`config.mk`:
```
export PLATFORM = sky130hd
export DESIGN_NAME = pcm_encoder
export DESIGN_NICKNAME = d
export VERILOG_FILES = /design/src/rtl/pcm_encoder.sv
export SDC_FILE = /design/constraint.sdc
export NUM_CORES = 1
export LEC_CHECK = 0
export ABC_AREA = 1
export BUFFER_PORTS_ARGS = -buffer_cell sky130_fd_sc_hd__buf_2
export CORE_MARGIN = 1.5
export CORE_UTILIZATION = 57
export DETAILED_ROUTE_END_ITERATION = 10
export PLACE_DENSITY = 0.81
export SLEW_MARGIN = 20
export SYNTH_ARGS = -nofsm -noshare
export SYNTH_HDL_FRONTEND = slang
export SYNTH_SLANG_ARGS = --single-unit
export TNS_END_PERCENT = 30
```
`constraint.sdc`:
```
create_clock -name clk -period 1.63 [get_ports clk]
set_input_delay 0.2445 -clock clk [delete_from_list [all_inputs] [get_ports clk]]
set_output_delay 0.2445 -clock clk [all_outputs]
set_load 0.01 [all_outputs]
```
`src/rtl/pcm_encoder.sv`:
```
// pcm_encoder
//   Serial PCM transmit encoder. Takes NRZ-L bits at the symbol rate and
//   applies optional inversion, randomizing (x^15+x^14+1, self-synchronizing),
//   NRZ-L/M/S differential coding and biphase splitting. A PN15 generator can
//   stand in for the input data during BER/loopback testing.
//
// Ports
//   clk           system clock, rising edge
//   rs_n          asynchronous active-low reset
//   enc_en        encoder enable; low synchronously returns all state to reset
//   bit_clk_en    bit-rate strobe (always coincident with bit_clk_2x_en)
//   bit_clk_2x_en half-bit-rate strobe
//   din           NRZ-L data bit, consumed when din_req is high
//   mode          00 NRZ-L, 01 NRZ-M, 10 NRZ-S, 11 NRZ-L
//   biphase       1 = split each bit into two halves (Bi-L/M/S)
//   randomize     1 = randomized NRZ-L enabled
//   data_inv      1 = invert the source bit
//   test_mode     1 = PN15 generator replaces din
//   din_req       combinational: din is consumed this cycle
//   dout          registered serial encoded data
//   cout          combinational output strobe (bit or half-bit rate)

module pcm_encoder #(
  parameter logic [14:0] PN_SEED = 15'h7fff
) (
  input  logic       clk,
  input  logic       rs_n,
  input  logic       enc_en,
  input  logic       bit_clk_en,
  input  logic       bit_clk_2x_en,
  input  logic       din,
  input  logic [1:0] mode,
  input  logic       biphase,
  input  logic       randomize,
  input  logic       data_inv,
  input  logic       test_mode,
  output logic       din_req,
  output logic       dout,
  output logic       cout
);

  localparam logic [1:0] MODE_NRZM = 2'b01;
  localparam logic [1:0] MODE_NRZS = 2'b10;

  logic [14:0] pn_reg;
  logic [14:0] t_reg;
  logic        last_reg;
  logic        hold_reg;
  logic        dout_reg;

  logic        src_bit;
  logic        inv_bit;
  logic        rnd_bit;
  logic        enc_bit;

  // Encoder datapath for the bit currently presented; only committed to
  // state on bit_clk_en.
  always_comb begin
    src_bit = test_mode ? pn_reg[14] : din;
    inv_bit = src_bit ^ data_inv;
    rnd_bit = randomize ? (inv_bit ^ t_reg[14] ^ t_reg[13]) : inv_bit;
    unique case (mode)
      MODE_NRZM: enc_bit = rnd_bit ^ last_reg;
      MODE_NRZS: enc_bit = ~rnd_bit ^ last_reg;
      default:   enc_bit = rnd_bit;
    endcase
  end

  assign din_req = enc_en & bit_clk_en & ~test_mode;
  assign cout    = enc_en & (biphase ? bit_clk_2x_en : bit_clk_en);
  assign dout    = dout_reg;

  always_ff @(posedge clk or negedge rs_n) begin
    if (!rs_n) begin
      pn_reg   <= PN_SEED;
      t_reg    <= '0;
      last_reg <= 1'b0;
      hold_reg <= 1'b0;
      dout_reg <= 1'b0;
    end else if (!enc_en) begin
      // Disable behaves as a synchronous reset so a re-enabled stream always
      // starts on a fresh first half with clean differential/scrambler state.
      pn_reg   <= PN_SEED;
      t_reg    <= '0;
      last_reg <= 1'b0;
      hold_reg <= 1'b0;
      dout_reg <= 1'b0;
    end else begin
      if (bit_clk_en) begin
        if (randomize) begin
          t_reg <= {t_reg[13:0], rnd_bit};
        end
        last_reg <= enc_bit;
        if (test_mode) begin
          pn_reg <= {pn_reg[13:0], pn_reg[14] ^ pn_reg[13]};
        end
      end
      // Output stage runs on the half-bit strobe only; a lone bit_clk_en
      // advances the encoder but leaves dout untouched.
      if (bit_clk_2x_en) begin
        if (bit_clk_en) begin
          hold_reg <= enc_bit;
          dout_reg <= enc_bit;
        end else if (biphase) begin
          // Second half uses the held bit so a config change mid-bit cannot
          // corrupt the transition.
          dout_reg <= ~hold_reg;
        end
      end
    end
  end

endmodule
```
==> impl_metrics.py <==
metrics = {
    "clock_network": {
        "max-clock-path-buffers": 2,
        "cts_made_buffers": 5,
        "clk_pin_slew_worst_paths_ps": 100,
        "insertion_delay_ps": 330,
        "clock_tree_from_tritoncts": "yes",
        "cts_root_buf": "clkbuf_4",
        "cts-htree-levels": 2,
        "clock_sinks": 33,
        "cts.repair_timing.setup_buffer_count": 0,
    },
    "worst_setup_path": {
        "cp_slowest_cell": "dfstp_2",
        "path_max_fanout": 4,
        "timing.setup.critical_path_class": "reg2reg",
        "worstPathArrival_ps": 1580,
        "critPathBufInv": 1,
        "data_required_time_at_the_worst_endpoint_ps": 1860,
        "critical_path.startpoint_type": "register",
        "path_cells": "inv_1 -> nand2_1 -> nand3_1 -> nand2_1 -> nand2_1 -> nand3_1 -> nand3_1 -> nand2_1 -> nand2_1",
        "critical_path.max_stage_delay_ps": 540,
        "critical-path-top-delay-family": "simple AND/OR/NAND/NOR gates",
        "cp-end-kind": "register",
        "cp_common_cell": "nand2_1",
    },
    "global_routing": {
        "grtUsageTotal": 0.213,
        "grt_antenna_before_repair": 0,
        "pin_count_of_the_biggest_net_entering_global_routing": 34,
        "grt_pass1_wl_um": 4210,
        "grt_pass1_vias": 1013,
        "globalRouteOverflowTotal": 0,
    },
    "placement": {
        "dpl_cell_area_um2": 1560,
        "placed_cells_incl_taps": 205,
        "detailed_place_hpwl_um": 1820,
        "gp_congestion": 0.781,
        "io_buffers": 14,
    },
    "sta": {
        "max-slew-margin-rel": 0.532,
        "achievable-frequency_mhz": 738,
        "worst_pin_slew_ps": 702,
        "setup_repair_after_global_routing_missed_its_margin": "no",
        "final_hold_viol_count": 0,
        "finalClockSkew_ps": 8.97,
        "setup_total_negative_slack_ps": 0,
        "post-route-period-util": 0.832,
        "hold_ws_ps": 230,
        "setup_violations": 0,
        "final.min_clock_period_ps": 1360,
        "report.final.slew_viol_count": 0,
    },
    "logic_synthesis": {
        "synth.net_count": 178,
        "yosys_warnings": 0,
        "synth_ff_type": "dfrtp_1",
        "seq_area_frac_synth": 0.576,
        "synthesis.instances": 165,
        "synth.ff_latch_count": 33,
        "async_reset_ff_frac": 1.00,
        "number_of_enable_flip_flop_cells_after_synthesis": 0,
        "netlist-cell-type-count": 17,
        "post_synthesis_instance_area_um2": 1470,
        "synth_area_per_cell_um2": 8.88,
    },
    "run": {
        "cap_violations": 0,
    },
    "route": {
        "via_count": 1127,
        "drc_errors": 0,
        "wire_length_per_cell_after_detailed_routing_um": 12.2,
        "detail-route-antenna-nets": 0,
        "routed_wirelength_um": 2610,
        "drt_iter0_markers": 23,
        "vias_per_cell": 5.27,
        "drt_pre_antenna_iters": 4,
    },
    "pwr": {
        "worst_ir_drop_vdd_mv": 0.745,
        "power.total_mw": 1.70,
        "p_leak_nw": 0.806,
        "powerDensity_nw_per_um2": 1030,
    },
    "floorplanning": {
        "die_h_um": 53.7,
        "initial_utilization": 0.597,
        "dieArea_um2": 2880,
        "top_level_i_o_count": 15,
        "fp.dieW_um": 53.7,
        "fp-row-count": 18,
        "coreArea_um2": 2450,
    },
    "final_layout": {
        "fin_cells": 214,
        "antenna_diodes": 0,
        "synthToLayoutAreaGrowth_pct": 12.4,
        "finalNetCount": 196,
        "finalInstanceArea_um2": 1650,
        "drive_gt1_frac": 0.228,
    },
    "status": {
        "status": "finished, final reports clean",
    },
    "hold_path": {
        "min_path_type": "in2reg",
    },
}
==> placed cells by master (no fill, tap or decap), drive strengths merged <==
cell type,n
a211oi,1
clkbuf,5
nor3,1
ha,1
nor2,11
dfstp,15
dfrtp,18
a31oi,7
clkinvlp,1
clkinv,1
o22ai,16
bufinv,1
o21ai,19
dlygate4sd3,1
a21oi,2
nand2,23
inv,34
buf,17
nand3,10
==> kinds of logic (layout without fill, tap and decap cells) <==
group | after synthesis | in the layout | share of synthesized area
buffers and inverters | 41 | 60 | 0.113
adders and majority gates | 1 | 1 | 0.00854
and+or+nand+nor | 45 | 45 | 0.125
DFF | 33 | 33 | 0.576
AOI/OAI and AO/OA | 45 | 45 | 0.178
==> worst min-delay path, cell delays in order <==
cell and delay (ps):
buf_2 140, nand3_1 90, nand2_1 50
==> Yosys cell counts, drive strengths merged, types with 2 or more instances <==
master   n  area [µm²]
a31oi    7        43.8
nor2    11        41.3
dfstp   15         394
dfrtp   18         450
o22ai   16         100
nand2   23        86.3
inv     34         128
o21ai   19        98.9
nand3   10        50.1
buf      7        37.5
a21oi    2        10.0
==> where the power goes <==
| part | leakage [nW] | total (mW) | internal (mW) | switching, mW |
|---|---|---|---|---|
| Combinational | 0.361 | 0.191 | 0.0666 | 0.125 |
| Clock | 0.0389 | 0.589 | 0.317 | 0.272 |
| Sequential | 0.406 | 0.917 | 0.895 | 0.0214 |
| Total | 0.806 | 1.70 | 1.28 | 0.418 |
==> final cells by class <==
cell class              count  area [µm²]
flip-flops and latches     33         845
well taps                  30        37.5
clock inverters             3        41.3
fillers                   208         808
inverters                  34         128
multi-input cells          91         455
clock buffers               5        37.5
repair buffers             18         103
==> metrics by stage <==
| stage | util | setup WS [ps] |
|---|---|---|
| global placement | 0.635 | 362 |
| CTS | 0.671 | 282 |
| detailed placement | 0.635 | 293 |
| floorplan | - | 408 |
| finish | 0.671 | 274 |
| global route | 0.671 | 173 |
==> metal layers <==
| layer | vias up | part of all wire | track usage |
|---|---|---|---|
| met5 | - | 0 | 0 |
| met4 | 0 | 0.021 | 0.145 |
| met3 | 5 | 0.031 | 0.0639 |
| met2 | 19 | 0.51 | 0.303 |
| met1 | 525 | 0.44 | 0.277 |
| li1 | 578 | - | - |
==> worst paths after layout <==
kind / end / cells after the start / slack, ps / from
min in group asynchronous: t_reg[0]$_DFFE_PN0P_ / 2 / 490 / rs_n
worst min register to register: pn_reg[7]$_DFFE_PN1P_ / 2 / 490 / pn_reg[6]$_DFFE_PN1P_
worst min-delay path: hold_reg$_DFFE_PN0P_ / 3 / 230 / enc_en
max in group asynchronous: t_reg[4]$_DFFE_PN0P_ / 2 / 690 / rs_n
worst max-delay path: dout$_DFFE_PN0P_ / 9 / 270 / pn_reg[14]$_DFFE_PN1P_
worst max register to register: dout$_DFFE_PN0P_ / 9 / 270 / pn_reg[14]$_DFFE_PN1P_
==> repair_timing <==
action	in CTS	in global routing
gates resized for setup	0	0
hold endpoints to repair	18	0
hold buffers	1	0
No activity file was read; power rests on OpenSTA's default activity.
